==> src/rtl/ddr3_read_checker_pkg.sv <==
// Shared definitions for the DDR3 read-return checker: command codes,
// checker state encoding, default test words and a saturating increment.
package ddr3_read_checker_pkg;

    localparam int DW = 64;

    typedef enum logic [3:0] {
        CMD_NOP   = 4'b0000,
        CMD_READ  = 4'b0001,
        CMD_WRITE = 4'b0010
    } ddr3_cmd_e;

    typedef enum logic [1:0] {
        S_IDLE = 2'd0,
        S_RUN  = 2'd1,
        S_DONE = 2'd2,
        S_ERR  = 2'd3
    } chk_state_e;

    localparam logic [DW-1:0] TEST_WORD0 = 64'h0123456789ABCDEF;
    localparam logic [DW-1:0] TEST_WORD1 = 64'hDEADBEEFAAAA5555;
    localparam logic [27:0]   TEST_ADDR0 = 28'h0000100;

    function automatic logic [15:0] sat_inc(input logic [15:0] v);
        return (v == 16'hFFFF) ? v : v + 16'd1;
    endfunction

endpackage

==> src/rtl/ddr3_exp_fifo.sv <==
// Expected-data FIFO, DEPTH x 64, one extra pointer bit for full/empty.
// Ports: clk_i, rst_i (sync active-low), push_i/data_i, pop_i, full_o, empty_o, head_o.
module ddr3_exp_fifo
    import ddr3_read_checker_pkg::*;
#(
    parameter int DEPTH = 4
) (
    input  logic          clk_i,
    input  logic          rst_i,
    input  logic          push_i,
    input  logic [DW-1:0] data_i,
    input  logic          pop_i,
    output logic          full_o,
    output logic          empty_o,
    output logic [DW-1:0] head_o
);

    localparam int AW = $clog2(DEPTH);

    logic [AW:0]   wptr_q, wptr_d;
    logic [AW:0]   rptr_q, rptr_d;
    logic [DW-1:0] mem_q [DEPTH];
    logic          do_push, do_pop;

    assign empty_o = (wptr_q == rptr_q);
    assign full_o  = (wptr_q[AW] != rptr_q[AW]) &&
                     (wptr_q[AW-1:0] == rptr_q[AW-1:0]);
    assign head_o  = mem_q[rptr_q[AW-1:0]];

    // A pop frees the head slot in the same cycle, so push-when-full
    // is accepted if it coincides with a real pop.
    assign do_pop  = pop_i & ~empty_o;
    assign do_push = push_i & (~full_o | do_pop);

    always_comb begin
        wptr_d = wptr_q;
        rptr_d = rptr_q;
        if (do_push) wptr_d = wptr_q + 1'b1;
        if (do_pop)  rptr_d = rptr_q + 1'b1;
    end

    always_ff @(posedge clk_i) begin
        if (!rst_i) begin
            wptr_q <= '0;
            rptr_q <= '0;
        end else begin
            wptr_q <= wptr_d;
            rptr_q <= rptr_d;
        end
    end

    always_ff @(posedge clk_i) begin
        if (do_push) mem_q[wptr_q[AW-1:0]] <= data_i;
    end

endmodule

==> config.mk <==
export PLATFORM = sky130hd
export DESIGN_NAME = ddr3_exp_fifo
export DESIGN_NICKNAME = d
export VERILOG_FILES = /design/src/rtl/ddr3_read_checker_pkg.sv /design/src/rtl/ddr3_exp_fifo.sv
export SDC_FILE = /design/constraint.sdc
export NUM_CORES = 1
export LEC_CHECK = 0
export ABC_AREA = 1
export CAP_MARGIN = 25
export CORE_MARGIN = 1
export CORE_UTILIZATION = 57
export DETAILED_ROUTE_END_ITERATION = 10
export GPL_ROUTABILITY_DRIVEN = 1
export HOLD_SLACK_MARGIN = 0.03
export PLACE_DENSITY = 0.91
export SLEW_MARGIN = 20
export SYNTH_ARGS = -nofsm -noshare
export SYNTH_HDL_FRONTEND = slang
export SYNTH_SLANG_ARGS = --single-unit
==> constraint.sdc <==
create_clock -name clk_i -period 6.6 [get_ports clk_i]
set_input_delay 1.32 -clock clk_i [delete_from_list [all_inputs] [get_ports clk_i]]
set_output_delay 1.32 -clock clk_i [all_outputs]
set_load 0.02 [all_outputs]
======== Yosys cells after proc, flatten, opt, wreduce, memory -nomap -nowiden ========
Memories as Yosys holds them, arrays and structs flattened. A register that Yosys moved wholly into a read port is not among the register bits.
Cells that the tools add are included.
word-level totals
  bits of input ports ..................... 68
  memories ................................ 1
  RAM bits ................................ 256
  register bits ........................... 6
memories
  memory  words  width  read ports  clocked after memory_dff  write ports  RTL line             text
  mem_q   4      64     1           1                         1            ddr3_exp_fifo.sv:22  logic [DW-1:0] mem_q [DEPTH];
cells by class
  bitwise gates (word level) .............. 5
  muxes and demuxes ....................... 4
  add/sub/neg operators ................... 2
  reduce and logical (&&, ||, !) cells .... 1
  equality and inequality tests ........... 3
operators with widths
  operator                                      count
  adder 3 x 1 -> 3 bit (second input constant)  2
  two-way mux 2 bit                             2
  equality test 3 bit                           1
  AND 1 bit                                     2
  equality test 2 bit                           1
  two-way mux 1 bit                             2
  inverter 1 bit                                2
  logical AND 1 bit                             1
  inequality test 1 bit                         1
  OR 1 bit                                      1

======== Longest topological paths before layout ========
  depth in word-level cells ............... 7
  mapped depth ............................ 10
  depth with buffers taken out ............ 10

======== Least setup slack after synthesis ========
Ideal clock, no wire load.
  path kind ............................... input -> register
  start ................................... in pop_i
  end ..................................... mem mem_q[0][0], enable pin
  arrival time ............................ 4.247 ns
  required time ........................... 6.114 ns
  path buffers ............................ 0
  slack ................................... 1.867 ns
  stages on the path ...................... 4
  cell sequence ........................... inv_1 -> nand4_2 -> nand2_2 -> nor2_1
on the way
  cells in the longest elaborated chain, start to end .. 5
ends and longest elaborated chain
  what                                     RTL line             text
  start, declared                          ddr3_exp_fifo.sv:12  input logic pop_i,
  AND 1 bit                                ddr3_exp_fifo.sv:32  assign do_pop = pop_i & ~empty_o;
  OR 1 bit                                 ddr3_exp_fifo.sv:33  assign do_push = push_i & (~full_o | do_pop);
  AND 1 bit                                ddr3_exp_fifo.sv:33
  two-way mux 1 bit                        ddr3_exp_fifo.sv:53  if (do_push) mem_q[wptr_q[AW-1:0]] <= data_i;
  two-way mux 1 bit (not written as such)  ddr3_exp_fifo.sv:53
  end, declared                            ddr3_exp_fifo.sv:22
Every way passes these cells.

==> results.txt <==
The run finished with clean final reports. The initial cell density of the core came out at 0.590. The cell sitting at the root of the clock tree is a sky130_fd_sc_hd__clkbuf_16. The critical path goes through inv_4 -> buf_4 -> nor2_1 -> o22ai_1 -> clkdlybuf4s50_1. The overall routing resource usage was 0.230. The combinational family with the most area after synthesis is compound AO/OA/AOI/OAI gates. The H-tree depth is 1, and the clock skew after layout is 0.0104 ns. The number of antenna diodes in the final layout is 0.

The pre-antenna-repair detailed-routing pass consisted of 6 iterations. The critical path is of the flip-flop to output port type. The logs give 0.793 for the sequential fraction of the synthesis area and 0.784 for the final weighted congestion of routability-driven global placement. The switching share of power works out to 0.270. The post-synth design cell area was 9890 um2; the number of port buffers was 133. Counting distinct cell types in the post-synthesis netlist gives 22.

The tools report the number of nets in the layout as 888. The number of top-level pins is 134, and the synthesized-area fraction occupied by adder cells is 0.00632. The run gives 0 as the hold violation count in the final report. The analysis attributes to net switching a power of 1.11 mW. For the initial DRC count, the log shows 630. The fraction of the mapped netlist area in compound gates works out to 0.108. The tools report the clock net sink count as 264. Final max-slew violation count: 0. Quantity of gates resized following cts: 0.

Based on the critical path, the design can be clocked at up to 0.216 GHz. The remaining max-slew budget at the tightest pin was 0.463. Cell at the slowest stage of the critical path: sky130_fd_sc_hd__clkdlybuf4s50_1. After synthesis, the mean cell area works out to 14.4 um2.

For the largest net degree at the start of global routing, the log shows 83. In the routed design, unresolved DRC markers number 0. Class of the most critical hold timing path: flip-flop to flip-flop. Dividing the detail-routed via count by the number of cells gives 5.79.

The final clock period utilization by the worst path was 0.702; the gate count after technology mapping was 685. The aggregate negative setup slack is 0 ns. The final HPWL from detailed placement came out at 12,000 um.

In this run, CTS created clock tree buffers numbering 25. TritonCTS built the clock tree. The total non-filler cell area in the finished layout was 12,200 um2; the minimum period implied by the final worst setup slack was 4.63 ns. The logs give 16,800 um2 for the area of the core and 20,700 um for the total length of routed wires. Via count of the first global-routing pass: 6,022.

Setup violations remaining at the end of the flow were counted as 0. The tools report the net count after synthesis as 758. For this design the static power due to leakage is 4.07 nW. Proportion of synthesized area in mux cells: 0.

Critical path's largest stage delay: 0.68 ns. The fraction of final layout cells sized beyond drive strength 1 is 0.0659, and the portion of total power attributed to sequential cells is 0.472. The post-synthesis share of cell area spent on xor and xnor gates came out at 0.00342.

The wire length of the first global-routing pass was 31,400 um; the width of the die was 134 um. Max-cap violations in this run came to 0. From synthesis to final layout, the design area changed by 23.4%. For the worst path required time, the log shows 5.28 ns. For the pin with the worst max-slew slack, the measured transition is 0.806 ns. The area of the die is 17,900 um2. Buffer depth of the longest clock path: 3. The tools report the post-route total power as 4.11 mW. Setup repair after global routing left no endpoint under its margin. The internal portion of the total power is 3.00 mW.

The routed layout has 6,100 vias. Once placement finished, the instance area stood at 11,400 um2. At the worst endpoint, the arrival time is 3.31 ns.

The part of the power in the clock network was 0.317. The remaining global-route overflow was 0; the clock slew seen by the registers of the worst setup and hold paths was 0.06 ns. The power per cell area came out at 337 nW/um2. Once the clock tree was built, the setup fixing pass inserted 0 buffers. In this run the worst path has a maximum fanout of 73.

In the final routed layout, each cell accounts on average for 19.6 um. The tools report the number of antenna violations at the first check in global routing as 0. The worst setup path is captured at an output port. During synthesis, Yosys emitted a total of 0 warnings. The synthesized flop and latch total works out to 264.

The run gives 0 as the count of antenna-violating nets left after detailed routing. The floorplan has 47 rows. The kind of start point of the critical path was a flip-flop. The run gives 0.000202 V as the worst vdd rail ir drop. The share of synthesized cell area in and, or, nand and nor gates was 0.0629; the clock latency reported for the late side of the worst-skew pair was 0.51 ns.

In this run the vertical extent of the chip is 134 um. For the fraction of power consumed by combinational cells, the log shows 0.211. After clock tree synthesis, the flow added hold-fix buffers numbering 0.
## power by group through the flow
stage	logic [mW]	clock network (mW)	registers, mW
CTS	0.867	1.31	1.94
floorplan	0.481	0	1.97
finish	0.867	1.30	1.94
global placement	0.836	0	1.97
detailed placement	0.859	0	1.98
global route	0.926	1.38	1.95
## cells in the mapped netlist
cell	n	area, um2
sky130_fd_sc_hd__buf_6	2	22.5
sky130_fd_sc_hd__nor2_1	138	518
sky130_fd_sc_hd__a21oi_1	4	20.0
sky130_fd_sc_hd__ha_1	5	62.6
sky130_fd_sc_hd__buf_4	4	30.0
sky130_fd_sc_hd__clkinv_1	1	3.75
sky130_fd_sc_hd__buf_2	13	65.1
sky130_fd_sc_hd__nand2_2	2	12.5
sky130_fd_sc_hd__xnor2_2	1	16.3
sky130_fd_sc_hd__inv_2	3	11.3
sky130_fd_sc_hd__o21ai_1	57	285
sky130_fd_sc_hd__o21ai_0	72	360
sky130_fd_sc_hd__nand2_1	13	48.8
sky130_fd_sc_hd__nand4_2	1	12.5
sky130_fd_sc_hd__inv_1	12	45.0
sky130_fd_sc_hd__dfxtp_1	8	160
sky130_fd_sc_hd__edfxtp_1	256	7690
sky130_fd_sc_hd__nand3_2	1	10.0
sky130_fd_sc_hd__o22ai_1	64	400
sky130_fd_sc_hd__nand3_1	4	20.0
sky130_fd_sc_hd__clkbuf_1	22	82.6
sky130_fd_sc_hd__xor2_1	2	17.5
## metrics by stage
step | setup slack (ns) | instances | util | hold WS [ns]
final | 1.97 | 1054 | 0.728 | 0.509
after global routing | 1.79 | 1054 | 0.728 | 0.545
after CTS | 1.96 | 1052 | 0.726 | 0.513
after detailed placement | 2.51 | 1006 | 0.682 | 0.503
after global placement | 2.54 | 1004 | 0.680 | 0.500
after floorplan | 1.87 | 685 | - | 0.476
## placed cells by master (no fill, tap or decap), drive strengths merged, types with 8 or more instances in the layout
master         netlist  layout
edfxtp             256     256
nor2               138     138
clkdlybuf4s50        0     133
o21ai              129     129
o22ai               64      64
clkbuf              22      35
inv                 15      17
nand2               15      15
buf                 19      11
clkinv               1       9
dfxtp                8       8
## logic make-up after synthesis
group | Yosys count
AOI/OAI and AO/OA | 197
xor gates and xnor gates | 3
adders and majority gates | 5
buffers and inverters | 57
DFF | 264
and+or+nand+nor | 159
## area by class of cell
cell class | instances | area, um2
clock buffer | 35 | 663
inverter | 16 | 62.6
fill | 1060 | 4550
timing repair buffer | 144 | 1460
sequential | 264 | 7850
multi-input combinational | 364 | 1810
clock inverter | 11 | 75.1
tap | 220 | 275
## state kept, by name, summed over array words and instances (netlist names), named ones only
signal / flops
mem_q: 256
rptr_q: 3
wptr_q: 3
## worst max-delay path: cells and delay by family (launching register included)
family	cells	cell delay, ns
AND/OR/NAND/NOR	1	0.10
buffers and inverters	3	1.89
AO/OA/AOI/OAI	1	0.29
flip-flops	1	0.49
## path summary, 6_finish.rpt
check / start / to / slack, ns / depth (start not counted)
worst max-delay path: flip-flop / head_o[60] / 1.97 / 5
worst min-delay path: rptr_q[2] / rptr_q[2] / 0.51 / 2
worst max register to register: wptr_q[1] / mem_q[0][41] / 3.99 / 7
worst min register to register: rptr_q[2] / rptr_q[2] / 0.51 / 2
## routing by layer
metal / vias up / track usage / routed length (um)
met4: 0 / 0.0770 / 481
met5: - / 0 / 0
met2: 270 / 0.385 / 10400
li1: 2823 / - / -
met1: 2970 / 0.308 / 8220
met3: 37 / 0.0384 / 1580
(Power assumes the default switching activity.)
